**src/rtl/muldiv_if.sv**
```systemverilog
`default_nettype none
// ============================================================================
//  Module   : muldiv_if
//  Purpose  : Request/response bundle between the core and muldiv_unit.
//             The core drives the request side: start, funct3, op_a, op_b
//             and rd_in. The unit returns busy, done, reg_write, rd_out
//             and result.
//  Modports : master - core side; slave - execution unit side.
//  Revision : 1.0 - initial release
// ============================================================================
interface muldiv_if #(
  parameter int XLEN = 32
);
  logic            start;
  logic [2:0]      funct3;
  logic [XLEN-1:0] op_a;
  logic [XLEN-1:0] op_b;
  logic [4:0]      rd_in;
  logic            busy;
  logic            done;
  logic            reg_write;
  logic [4:0]      rd_out;
  logic [XLEN-1:0] result;

  modport master (
    output start, funct3, op_a, op_b, rd_in,
    input  busy, done, reg_write, rd_out, result
  );

  modport slave (
    input  start, funct3, op_a, op_b, rd_in,
    output busy, done, reg_write, rd_out, result
  );
endinterface
`default_nettype wire

```
**src/rtl/muldiv_unit.sv**
```systemverilog
`default_nettype none
// ============================================================================
//  Module   : muldiv_unit
//  Purpose  : Iterative RV32M multiply/divide unit. Shift-add multiply and
//             restoring divide, one radix-2 step per clock, XLEN steps per
//             operation. Divide-by-zero and signed overflow finish in one
//             clock.
//  Ports    : clk   - core clock, rising edge
//             reset - asynchronous, active-low
//             bus   - muldiv_if.slave (start/funct3/op_a/op_b/rd_in in,
//                     busy/done/reg_write/rd_out/result out)
//  Revision : 1.0 - initial release
// ============================================================================
module muldiv_unit #(
  parameter int XLEN = 32
) (
  input  logic    clk,
  input  logic    reset,
  muldiv_if.slave bus
);
  localparam int CW = $clog2(XLEN + 1);
  localparam logic [CW-1:0] C_LAST = CW'(XLEN - 1);

  typedef enum logic [1:0] {
    S_IDLE = 2'd0,
    S_BUSY = 2'd1,
    S_DONE = 2'd2
  } state_t;

  state_t            state_q, state_d;
  logic [CW-1:0]     cnt_q, cnt_d;
  logic [2:0]        funct3_q, funct3_d;
  logic [4:0]        rd_q, rd_d;
  logic              neg_q, neg_d;          // product/quotient sign flip
  logic              rem_neg_q, rem_neg_d;  // remainder follows dividend
  logic [XLEN-1:0]   b_q, b_d;              // multiplicand / divisor magnitude
  logic [2*XLEN-1:0] acc_q, acc_d;          // {hi/remainder, multiplier/quotient}
  logic [XLEN-1:0]   result_q, result_d;

  // Operand conditioning at the request edge
  logic            w_a_signed, w_b_signed, w_sign_a, w_sign_b;
  logic [XLEN-1:0] w_mag_a, w_mag_b;
  logic            w_div_zero, w_div_ovf;

  assign w_a_signed = (bus.funct3 == 3'b001) || (bus.funct3 == 3'b010) ||
                      (bus.funct3 == 3'b100) || (bus.funct3 == 3'b110);
  assign w_b_signed = (bus.funct3 == 3'b001) || (bus.funct3 == 3'b100) ||
                      (bus.funct3 == 3'b110);
  assign w_sign_a   = w_a_signed & bus.op_a[XLEN-1];
  assign w_sign_b   = w_b_signed & bus.op_b[XLEN-1];
  assign w_mag_a    = w_sign_a ? -bus.op_a : bus.op_a;
  assign w_mag_b    = w_sign_b ? -bus.op_b : bus.op_b;
  assign w_div_zero = bus.funct3[2] && (bus.op_b == '0);
  // Only the signed variants (DIV/REM) have funct3[0] clear
  assign w_div_ovf  = bus.funct3[2] && !bus.funct3[0] &&
                      (bus.op_a == {1'b1, {(XLEN-1){1'b0}}}) && (bus.op_b == '1);

  // Multiply step: add multiplicand into the high half when the current
  // multiplier LSB is set, then shift the whole accumulator right.
  logic [XLEN:0]     w_mul_sum;
  logic [2*XLEN-1:0] w_mul_next;
  assign w_mul_sum  = {1'b0, acc_q[2*XLEN-1:XLEN]} + (acc_q[0] ? {1'b0, b_q} : '0);
  assign w_mul_next = {w_mul_sum, acc_q[XLEN-1:1]};

  // Restoring divide step: shift next dividend bit into the remainder and
  // keep the subtraction only when it does not go negative.
  logic [XLEN:0]     w_div_shift, w_div_diff;
  logic [2*XLEN-1:0] w_div_next;
  assign w_div_shift = acc_q[2*XLEN-1:XLEN-1];
  assign w_div_diff  = w_div_shift - {1'b0, b_q};
  assign w_div_next  = w_div_diff[XLEN]
                     ? {w_div_shift[XLEN-1:0], acc_q[XLEN-2:0], 1'b0}
                     : {w_div_diff[XLEN-1:0],  acc_q[XLEN-2:0], 1'b1};

  // Final-iteration sign correction and result selection
  logic [2*XLEN-1:0] w_acc_next, w_prod_fix;
  logic [XLEN-1:0]   w_quo, w_rem, w_final;
  assign w_acc_next = funct3_q[2] ? w_div_next : w_mul_next;
  assign w_prod_fix = neg_q ? -w_acc_next : w_acc_next;
  assign w_quo      = neg_q ? -w_acc_next[XLEN-1:0] : w_acc_next[XLEN-1:0];
  assign w_rem      = rem_neg_q ? -w_acc_next[2*XLEN-1:XLEN] : w_acc_next[2*XLEN-1:XLEN];

  always_comb begin
    case (funct3_q)
      3'b000:                 w_final = w_prod_fix[XLEN-1:0];
      3'b001, 3'b010, 3'b011: w_final = w_prod_fix[2*XLEN-1:XLEN];
      3'b100, 3'b101:         w_final = w_quo;
      default:                w_final = w_rem;
    endcase
  end

  always_comb begin
    state_d   = state_q;
    cnt_d     = cnt_q;
    funct3_d  = funct3_q;
    rd_d      = rd_q;
    neg_d     = neg_q;
    rem_neg_d = rem_neg_q;
    b_d       = b_q;
    acc_d     = acc_q;
    result_d  = result_q;
    case (state_q)
      S_IDLE: begin
        if (bus.start) begin
          funct3_d  = bus.funct3;
          rd_d      = bus.rd_in;
          neg_d     = w_sign_a ^ w_sign_b;
          rem_neg_d = w_sign_a;
          b_d       = w_mag_b;
          acc_d     = {{XLEN{1'b0}}, w_mag_a};
          cnt_d     = '0;
          if (w_div_zero) begin
            result_d = bus.funct3[1] ? bus.op_a : '1;
            state_d  = S_DONE;
          end else if (w_div_ovf) begin
            result_d = bus.funct3[1] ? '0 : bus.op_a;
            state_d  = S_DONE;
          end else begin
            state_d  = S_BUSY;
          end
        end
      end
      S_BUSY: begin
        cnt_d = cnt_q + CW'(1);
        acc_d = w_acc_next;
        if (cnt_q == C_LAST) begin
          result_d = w_final;
          state_d  = S_DONE;
        end
      end
      S_DONE:  state_d = S_IDLE;
      default: state_d = S_IDLE;
    endcase
  end

  always_ff @(posedge clk or negedge reset) begin
    if (!reset) begin
      state_q   <= S_IDLE;
      cnt_q     <= '0;
      funct3_q  <= '0;
      rd_q      <= '0;
      neg_q     <= 1'b0;
      rem_neg_q <= 1'b0;
      b_q       <= '0;
      acc_q     <= '0;
      result_q  <= '0;
    end else begin
      state_q   <= state_d;
      cnt_q     <= cnt_d;
      funct3_q  <= funct3_d;
      rd_q      <= rd_d;
      neg_q     <= neg_d;
      rem_neg_q <= rem_neg_d;
      b_q       <= b_d;
      acc_q     <= acc_d;
      result_q  <= result_d;
    end
  end

  // Status decodes straight from state so an async reset clears them at once
  assign bus.busy      = (state_q != S_IDLE);
  assign bus.done      = (state_q == S_DONE);
  assign bus.reg_write = (state_q == S_DONE) && (rd_q != 5'd0);
  assign bus.rd_out    = rd_q;
  assign bus.result    = result_q;
endmodule
`default_nettype wire
```
**src/flat_wrapper.sv**
```systemverilog
// flat-port wrapper written by rule: the top's interface ports become plain ports
module muldiv_unit_flat 
#(
  parameter int XLEN = 32
)
  (clk, reset, bus_start, bus_funct3, bus_op_a, bus_op_b, bus_rd_in, bus_busy, bus_done, bus_reg_write, bus_rd_out, bus_result);
  muldiv_if #(.XLEN(XLEN)) bus_i ();
  input  logic clk;
  input  logic reset;
  input wire logic [$bits(bus_i.start)-1:0] bus_start;
  input wire logic [$bits(bus_i.funct3)-1:0] bus_funct3;
  input wire logic [$bits(bus_i.op_a)-1:0] bus_op_a;
  input wire logic [$bits(bus_i.op_b)-1:0] bus_op_b;
  input wire logic [$bits(bus_i.rd_in)-1:0] bus_rd_in;
  output wire logic [$bits(bus_i.busy)-1:0] bus_busy;
  output wire logic [$bits(bus_i.done)-1:0] bus_done;
  output wire logic [$bits(bus_i.reg_write)-1:0] bus_reg_write;
  output wire logic [$bits(bus_i.rd_out)-1:0] bus_rd_out;
  output wire logic [$bits(bus_i.result)-1:0] bus_result;
  assign bus_i.start = bus_start;
  assign bus_i.funct3 = bus_funct3;
  assign bus_i.op_a = bus_op_a;
  assign bus_i.op_b = bus_op_b;
  assign bus_i.rd_in = bus_rd_in;
  assign bus_busy = bus_i.busy;
  assign bus_done = bus_i.done;
  assign bus_reg_write = bus_i.reg_write;
  assign bus_rd_out = bus_i.rd_out;
  assign bus_result = bus_i.result;
  muldiv_unit #(.XLEN(XLEN)) u_core (.clk(clk), .reset(reset), .bus(bus_i));
endmodule
```
**config.mk**
```make
export PLATFORM = sky130hd
export DESIGN_NAME = muldiv_unit_flat
export DESIGN_NICKNAME = d
export VERILOG_FILES = /design/src/rtl/muldiv_if.sv /design/src/rtl/muldiv_unit.sv /design/src/flat_wrapper.sv
export SDC_FILE = /design/constraint.sdc
export NUM_CORES = 1
export LEC_CHECK = 0
export ABC_CLOCK_PERIOD_IN_PS = 15800
export CAP_MARGIN = 20
export CORE_ASPECT_RATIO = 0.6
export CORE_MARGIN = 4
export CORE_UTILIZATION = 31
export DETAILED_ROUTE_END_ITERATION = 7
export PLACE_DENSITY_LB_ADDON = 0.08
export SLEW_MARGIN = 5
export SYNTH_ARGS = -nofsm -noshare
export SYNTH_HDL_FRONTEND = slang
export SYNTH_SLANG_ARGS = --single-unit
```
**constraint.sdc**
```tcl
create_clock -name clk -period 15.8 [get_ports clk]
set_clock_uncertainty 0.2 [all_clocks]
set_input_delay 1.58 -clock clk [delete_from_list [all_inputs] [get_ports clk]]
set_output_delay 1.58 -clock clk [all_outputs]
set_load 0.05 [all_outputs]
```
==> reports/metrics.csv, run 1 <==
stage,metric,value,unit
run_status,status,"complete, no violations",
clock_network,cts-root-buf,clkbuf_16,
timing,fin_crit_sh,0.439,
drt,dr.first_iter.drc_count,1911,
clock_network,clockBufferDepth,2,
synth,ys.flop_type,dfrtp_1,
layout,final_layout_size_suffix_gt1_frac,0.0783,
drt,route.detailed.drc,0,
floorplanning,die_area,0.0540,mm²
timing,max_freq,0.144,GHz
global_routing,met2_usage,0.328,
global_routing,use_met3,0.107,
global_routing,gr-usage-all-layers,0.268,
placed_design,gp_congestion,0.969,
clock_network,htreeDepth,4,
clock_network,clk_pin_slew,70,ps
synth,syn_area_per_cell,7.61,µm²
floorplanning,start_util,0.314,
global_routing,top_usage_layer,met1,
worst_setup_path,crit_path_max_fanout,18,
synth,synthCells,2044,
synth,synth_fp_nets,2191,
layout,diodes,0,
worst_setup_path,start_kind,flip-flop,
worst_hold_path,min_from,u_core.bus.result[1],
global_routing,grt_antenna_before_repair,0,
worst_setup_path,crit_required,15920,ps
worst_setup_path,end_kind,flip-flop,
drt,dr.pass1.iters,5,
clock_network,cts_num_sinks,146,
synth,synth_edf_count,0,
global_routing,grt_start_max_net_pins,78,
synth,synth_cell_types,97,
floorplanning,die_h,182,µm
drt,drtAntennaViolNets,0,
layout,finalNetCount,2255,
synth,yosysWarnings,0,
drt,wl_per_cell,26.8,µm
clock_network,post_cts_resize_count,0,
timing,maxSlewHeadroom,0.267,
floorplanning,die_width,297,µm
synth,synth_seq_area_share,0.235,
clock_network,cts_hold_buffers,0,
worst_hold_path,min_to,u_core.bus.result[1],
worst_hold_path,hold_class,flip-flop to flip-flop,
timing,tns,0,ps
synth,ys_ff_latch,146,
synth,async_flop_share,1.00,
worst_hold_path,worstHoldPathCells,2,
worst_setup_path,reg2reg_slack,8860,ps
timing,tightestPinTransition,1100,ps
synth,syn_area,0.0156,mm²
worst_setup_path,cp.arrival,7060,ps
global_routing,use_met1,0.428,
clock_network,cts_tree,done,
layout,areaGrowthSynthToFinish,16.1,%
floorplanning,io_pins,115,
floorplanning,core.rowCount,63,
floorplanning,core_region_area,0.0495,mm²
clock_network,cts_setup_buffers,0,
timing,grt_setup_unrepaired,false,
global_routing,grt_pass1_wl,108,mm
layout,fillers,5185,
worst_setup_path,reg2reg_from,u_core.acc_q[49],
worst_setup_path,critPathKind,flip-flop to flip-flop,
global_routing,grt_pass1_vias,15284,
flow_run,drv_cap,0,
timing,setup_viol,0,
placed_design,port_buffers,114,
clock_network,insertion_delay,460,ps
placed_design,hpwl,58.3,mm
drt,routed_via_density,6.00,
global_routing,overflow,0,
drt,vias,16623,
timing,hold_viol,0,
timing,fin_crit,6940,ps
drt,drt-total-wl,74.3,mm
worst_setup_path,rr_worst_depth,23,
worst_setup_path,r2r_end,u_core.bus.result[2],
clock_network,numCtsBuffers,17,
timing,drv_slew,0,
worst max path at each step:
| stage | startpoint | slack [ps] | cells past startpoint | to |
|---|---|---|---|---|
| 3_5_place_dp | bus_op_a[0] | 8830 | 17 | u_core.bus.result[22] |
| 4_1_cts | u_core.acc_q[45] | 9020 | 21 | u_core.bus.result[30] |
| 5_1_grt | u_core.acc_q[45] | 8480 | 21 | u_core.bus.result[30] |
| 6_report | u_core.acc_q[49] | 8860 | 23 | u_core.bus.result[2] |
| 3_3_place_gp | bus_op_a[1] | 8950 | 17 | u_core.bus.result[22] |
| 2_1_floorplan | u_core.acc_q[31] | 9580 | 26 | u_core.bus.result[30] |
flip-flops by register name, indices dropped and copies added, names as in the netlist:
signal and flops:
u_core.state_q 2, u_core.b_q 32, u_core.rem_neg_q 1, u_core.cnt_q 6, u_core.bus.rd_out 5, u_core.acc_q 64
u_core.neg_q 1, u_core.bus.result 32, u_core.funct3_q 3
layout by cell type (no fill, tap or decap), drive strengths merged, types with 19 or more instances in the layout:
cell,synthesis,layout
nand2,216,216
a21oi,207,207
o21ai,189,189
nor2,166,166
dfrtp,146,146
clkdlybuf4s50,0,113
xnor2,112,112
xor2,75,75
inv,69,75
ha,70,70
nor3,61,61
buf,25,46
nand3,44,44
and2,42,42
mux2i,40,40
a31oi,33,33
o31ai,31,31
nand4,29,29
mux2,28,28
a21o,28,28
o211ai,23,23
or3,20,20
nor4,20,20
a22oi,19,19
a22o,19,19
a211oi,19,19
final cells by class:
class,instances,area (µm²),area share
Multi-Input combinational cell,1712,11200,0.621
Sequential cell,146,3660,0.202
Timing Repair Buffer,159,1500,0.0830
Tap cell,650,813,0.0450
Clock buffer,17,425,0.0235
Inverter,72,270,0.0150
Clock inverter,15,171,0.00949
metal layers:
metal,routed length (µm),vias up
met5,0,-
met4,759,0
met3,8570,38
met2,26300,701
met1,38700,8232
li1,-,7652
stage by stage:
step                      instances  utilization  worst slack [ps]  cell area [µm²]  hold slack [ps]
after floorplan                2044            -              9580            15600              264
after global placement         2735        0.352              8950            17400              275
after detailed placement       2737        0.353              8830            17500              274
after CTS                      2769        0.365              9020            18000              289
after global routing           2771        0.365              8480            18100              309
final                          2771        0.365              8860            18100              287
synth_stat cells (all sizes together), types with 42 or more instances:
cell      n  area share
nand2   216       0.052
a21oi   207       0.069
o21ai   189       0.061
nor2    166       0.040
dfrtp   146        0.23
xnor2   112       0.065
clkbuf   89       0.021
xor2     75       0.042
ha       70       0.056
inv      69       0.017
nor3     61       0.020
nand3    44       0.014
and2     42       0.017
cell families after synthesis:
logic type      synth area share
simple gates               0.215
fa+ha+maj                 0.0621
mux                       0.0460
flops                      0.235
xor+xnor                   0.108
buf+inv                   0.0480
compound gates             0.287
critical path, stage by stage, from the launching register on:
cell,delay (ps)
dfrtp_1,530
ha_1,450
and2_1,220
and3_1,260
o21ai_0,120
a21oi_1,450
a21oi_4,100
buf_4,260
xnor2_4,170
nand2_1,160
a21boi_0,370
ha_1,250
o21ai_0,160
or2_2,360
or3_1,400
or3_1,420
or2_2,320
or4_1,770
o21ai_0,330
xnor2_1,100
a21oi_1,150
nor2_1,60
a21oi_1,120
o21ai_0,80
Power of run 1 is not shown: default switching activity piles up to over one toggle a cycle in this logic, so the estimate is an artifact.
==> run 2, diff against run 1 <==
--- a/config.mk
+++ b/config.mk
@@ -5,7 +5,7 @@
 export SDC_FILE = /design/constraint.sdc
 export NUM_CORES = 1
 export LEC_CHECK = 0
-export ABC_CLOCK_PERIOD_IN_PS = 15800
+export ABC_CLOCK_PERIOD_IN_PS = 7100
 export CAP_MARGIN = 20
 export CORE_ASPECT_RATIO = 0.6
 export CORE_MARGIN = 4
==> constraint.sdc (replaced) <==
create_clock -name clk -period 7.1 [get_ports clk]
set_clock_uncertainty 0.2 [all_clocks]
set_input_delay 0.71 -clock clk [delete_from_list [all_inputs] [get_ports clk]]
set_output_delay 0.71 -clock clk [all_outputs]
set_load 0.05 [all_outputs]
==> run 2 against run 1 <==
Effect of this change:
- wire length up 1.5%
- critical endpoint is now u_core.bus.result[16]
- largest cell class unchanged
- via count up 2.4%
- highest routed layer unchanged
- die area unchanged
- cell area up 1.3%
==> reports/metrics.csv, run 2 (same netlist as run 1, synthesis figures left out) <==
stage,metric,value,unit
run_status,status,"complete, no violations",
clock_network,htreeDepth,4,
layout,final_layout_size_suffix_gt1_frac,0.0919,
worst_setup_path,critPathMostFrequentCell,inv_1,
clock_network,cts-root-buf,clkbuf_16,
floorplanning,core_region_area,0.0495,mm²
layout,fillers,5263,
layout,largest_register_ffs,64,
drt,vias,17027,
clock_network,cts_tree,done,
clock_network,post_cts_resize_count,0,
placed_design,place_inst,2770,
worst_setup_path,critPathKind,flip-flop to flip-flop,
floorplanning,start_util,0.314,
timing,tns,0,ps
worst_setup_path,cp_num_buf_inv,7,
floorplanning,die_width,297,µm
layout,finalNetCount,2288,
layout,final_cells,2805,
clock_network,cts_setup_buffers,0,
placed_design,port_buffers,114,
clock_network,clk_pin_slew,80,ps
worst_setup_path,cp.arrival,6840,ps
timing,hold_viol,0,
placed_design,place_ws,459,ps
timing,setup_viol,0,
global_routing,grt_pass1_wl,110,mm
worst_setup_path,crit_path_max_fanout,17,
layout,areaGrowthSynthToFinish,17.6,%
layout,final_common_cell,nand2_1,
timing,fin_crit,6680,ps
drt,dr.pass1.iters,8,
drt,wl_per_cell,26.9,µm
global_routing,grt_antenna_before_repair,2,
drt,drt-total-wl,75.5,mm
worst_setup_path,crit_required,7260,ps
timing,setup_slack,423,ps
timing,grt_setup_unrepaired,false,
clock_network,numCtsBuffers,17,
timing,max_freq,0.150,GHz
drt,routed_via_density,6.07,
drt,route.detailed.drc,0,
drt,drtAntennaViolNets,0,
worst_setup_path,reg2reg_from,u_core.acc_q[31],
layout,final_cell_mix,"nand2_1 (216), a21oi_1 (201), o21ai_0 (181)",
placed_design,gp_congestion,0.956,
floorplanning,die_area,0.0540,mm²
worst_setup_path,critPathMaxStageDelay,830,ps
timing,tightestPinTransition,1230,ps
flow_run,drv_cap,0,
worst_setup_path,rr_worst_depth,26,
worst_hold_path,hold_class,primary input to asynchronous set/reset pin,
placed_design,hpwl,59.3,mm
clock_network,clockBufferDepth,2,
worst_setup_path,reg2reg_slack,420,ps
floorplanning,die_h,182,µm
global_routing,grt_pass1_vias,15484,
clock_network,cts_num_sinks,146,
global_routing,overflow,0,
worst_setup_path,r2r_end,u_core.bus.result[16],
global_routing,grt_start_max_net_pins,78,
floorplanning,io_pins,115,
timing,drv_slew,0,
worst_setup_path,end_kind,flip-flop,
worst_setup_path,path_delay_family,compound AO/OA/AOI/OAI gates,
clock_network,cts_hold_buffers,0,
timing,fin_crit_sh,0.940,
global_routing,gr-usage-all-layers,0.272,
drt,dr.first_iter.drc_count,2242,
timing,maxSlewHeadroom,0.180,
clock_network,insertion_delay,470,ps
worst_setup_path,crit_slowest_cell,o21ai_0,
timing,whs,38.6,ps
layout,top_register,u_core.acc_q,
floorplanning,core.rowCount,63,
worst_setup_path,start_kind,flip-flop,
run 2: cell count changes in the layout (fill, tap and decap cells not counted), sizes merged:
cell / delta
buf: +33
clkinv: +1
diode: +1
inv: -1
run 2: area by class of cell:
type / instances / area, µm² / area share
flip-flops and latches: 146 / 3660 / 0.200
inverters: 72 / 270 / 0.0148
clock inverters: 15 / 175 / 0.00958
well taps: 650 / 813 / 0.0445
diodes: 1 / 2.50 / 0.000137
clock buffers: 17 / 425 / 0.0233
multi-input cells: 1712 / 11200 / 0.613
repair buffers: 192 / 1730 / 0.0945
run 2: metrics by stage:
| step | util | cell area [µm²] |
|---|---|---|
| floorplan | - | 15600 |
| global placement | 0.357 | 17700 |
| detailed placement | 0.357 | 17700 |
| CTS | 0.369 | 18300 |
| global route | 0.370 | 18300 |
| finish | 0.370 | 18300 |
run 2: routing by layer:
| layer | vias to the layer above | share of wire | wire [µm] | global-route usage |
|---|---|---|---|---|
| met1 | 8443 | 0.52 | 39100 | 0.455 |
| met5 | - | 0 | 0 | 0 |
| met3 | 41 | 0.12 | 8890 | 0.0776 |
| li1 | 7694 | - | - | - |
| met2 | 849 | 0.36 | 27000 | 0.335 |
| met4 | 0 | 0.0063 | 474 | 0.0310 |
run 2: worst max path at each step:
stage                           startpoint               endpoint  slack (ps)  cells past startpoint
final                     u_core.acc_q[31]  u_core.bus.result[16]         420                     26
after global routing      u_core.acc_q[31]  u_core.bus.result[12]         130                     24
after CTS                 u_core.acc_q[31]  u_core.bus.result[24]         390                     25
after detailed placement  u_core.acc_q[31]  u_core.bus.result[24]         460                     25
after global placement    u_core.acc_q[31]  u_core.bus.result[24]         470                     25
after floorplan           u_core.acc_q[31]  u_core.bus.result[30]         880                     26
Power of run 2 is left out for the same reason.
==> run 3, diff against run 2 <==
--- a/config.mk
+++ b/config.mk
@@ -9,7 +9,7 @@
 export CAP_MARGIN = 20
 export CORE_ASPECT_RATIO = 0.6
 export CORE_MARGIN = 4
-export CORE_UTILIZATION = 31
+export CORE_UTILIZATION = 55
 export DETAILED_ROUTE_END_ITERATION = 7
 export PLACE_DENSITY_LB_ADDON = 0.08
 export SLEW_MARGIN = 5
==> run 3 against run 2 <==
Effect of this change:
- the flow now finishes with violations (DRC)
- critical endpoint is now u_core.bus.result[2]
- final cell count down 11%
- largest cell class unchanged
- via count up 1.6%
- sequential share of layout area up 0.65 points
- die area down 42%
- fmax down 2.1%
- global-route usage up 14 points
- highest routed layer is now met5
- worst setup slack worse by 140 ps
- first-iteration DRC count up 18%
- count of clock-buffer cells in the layout unchanged
- flip-flop and latch count unchanged
- register-to-register slack worse by 140 ps
==> reports/metrics.csv, run 3 (same netlist as run 1, synthesis figures left out) <==
stage,metric,value,unit
layout,fillers,2491,
floorplanning,io_pins,115,
layout,largest_register_ffs,64,
layout,design_area,0.0177,mm²
layout,diodes,0,
global_routing,grt_pass1_wl,98.6,mm
layout,finalNetCount,2262,
timing,setup_slack,280,ps
timing,grt_setup_unrepaired,false,
worst_setup_path,path_delay_family,compound AO/OA/AOI/OAI gates,
timing,tns,0,ps
clock_network,numCtsBuffers,17,
flow_run,drv_cap,0,
worst_hold_path,hold_class,flip-flop to flip-flop,
worst_setup_path,cp_num_buf_inv,0,
clock_network,cts_setup_buffers,0,
drt,wl_per_cell,26.8,µm
global_routing,gr-usage-all-layers,0.414,
floorplanning,start_util,0.562,
drt,route.detailed.drc,10,
floorplanning,die_width,225,µm
timing,hold_viol,0,
placed_design,port_buffers,114,
timing,max_freq,0.147,GHz
layout,areaGrowthSynthToFinish,13.9,%
timing,fin_crit,6820,ps
placed_design,placedInstanceArea,0.0171,mm²
layout,final_layout_size_suffix_gt1_frac,0.0804,
floorplanning,die_h,138,µm
worst_setup_path,cp.arrival,6940,ps
clock_network,post_cts_resize_count,0,
layout,ff_latch_area,0.00366,mm²
layout,top_register,u_core.acc_q,
floorplanning,core_region_area,0.0277,mm²
layout,final_common_cell,nand2_1,
clock_network,cts_hold_buffers,1,
global_routing,grt_start_max_net_pins,66,
worst_setup_path,crit_slowest_cell,or4_1,
placed_design,hpwl,51.4,mm
clock_network,clockBufferDepth,2,
worst_setup_path,crit_path_cell_trace,ha_1 -> a21oi_1 -> o21ai_1 -> o21ai_0 -> a21oi_1 -> a21oi_4 -> xnor2_4 -> nand2_1 -> a21boi_0 -> ha_1 -> o21ai_0 -> or2_2 -> or3_1 -> or3_1 -> or2_2 -> or4_1 -> o21ai_0 -> xnor2_1 -> a21oi_1 -> nor2_1 -> a21oi_1 -> o21ai_0,
layout,final_cell_mix,"nand2_1 (216), a21oi_1 (200), o21ai_0 (181)",
floorplanning,core.rowCount,47,
timing,fin_crit_sh,0.961,
drt,routed_via_density,6.93,
clock_network,cts_tree,done,
drt,dr.pass1.iters,8,
global_routing,grt_pass1_vias,15683,
clock_network,clk_pin_slew,80,ps
layout,multi_input_area,0.0112,mm²
timing,maxSlewHeadroom,0.187,
drt,drtAntennaViolNets,0,
timing,tightestPinTransition,1210,ps
drt,dr.first_iter.drc_count,2655,
drt,drt-total-wl,66.8,mm
worst_setup_path,critPathKind,flip-flop to flip-flop,
worst_setup_path,start_kind,flip-flop,
run_status,status,"finished, violations left",
placed_design,gp_congestion,1.09,
worst_setup_path,crit_path_max_fanout,10,
clock_network,cts-root-buf,clkbuf_16,
global_routing,overflow,0,
clock_network,htreeDepth,4,
timing,setup_viol,0,
worst_setup_path,critPathMaxStageDelay,760,ps
floorplanning,die_area,0.0311,mm²
clock_network,cts_num_sinks,146,
run_status,violations,DRC,
placed_design,place_ws,613,ps
global_routing,grt_antenna_before_repair,1,
worst_setup_path,crit_required,7220,ps
timing,drv_slew,0,
drt,vias,17300,
clock_network,insertion_delay,470,ps
worst_setup_path,end_kind,flip-flop,
[run 3: changes by cell type in the layout (fill, tap and decap cells not counted), moves of 2 or more]
cell	previous run	this run
buf_4	78	51
bufinv_16	2	0
clkinv_4	5	0
inv_6	3	5
inv_8	2	7
[run 3: layout make-up]
cell class,count,share of cell area
Timing Repair Buffer,166,0.0866
Inverter,72,0.0152
Clock buffer,17,0.0240
Clock inverter,15,0.00868
Sequential cell,146,0.206
Tap cell,367,0.0259
Multi-Input combinational cell,1712,0.633
[run 3: path summary, 6_finish.rpt]
check / cells after the start / end / start / slack (ps)
max: 22 / u_core.bus.result[2] / u_core.acc_q[44] / 280
max in group asynchronous: 3 / u_core.funct3_q[2] / reset / 4680
min in group asynchronous: 2 / u_core.acc_q[43] / reset / 530
min: 1 / u_core.bus.result[0] / u_core.bus.result[0] / 280
min reg2reg: 1 / u_core.bus.result[0] / u_core.bus.result[0] / 280
max reg2reg: 22 / u_core.bus.result[2] / u_core.acc_q[44] / 280
[run 3: layer usage]
metal / up-vias / GRT usage / part of all wire
met1: 8255 / 0.616 / 0.43
met5: - / 0 / 0.00019
met2: 1262 / 0.497 / 0.36
li1: 7656 / - / -
met3: 125 / 0.260 / 0.19
met4: 2 / 0.0794 / 0.018
[run 3: stage by stage]
| stage | hold WS (ps) | cells | util |
|---|---|---|---|
| 2_1_floorplan | 214 | 2044 | - |
| 3_3_place_gp | 263 | 2462 | 0.619 |
| 3_5_place_dp | 269 | 2462 | 0.619 |
| 4_1_cts | 285 | 2495 | 0.640 |
| 5_1_grt | 307 | 2495 | 0.640 |
| 6_report | 284 | 2495 | 0.640 |
Power of run 3 is left out for the same reason.
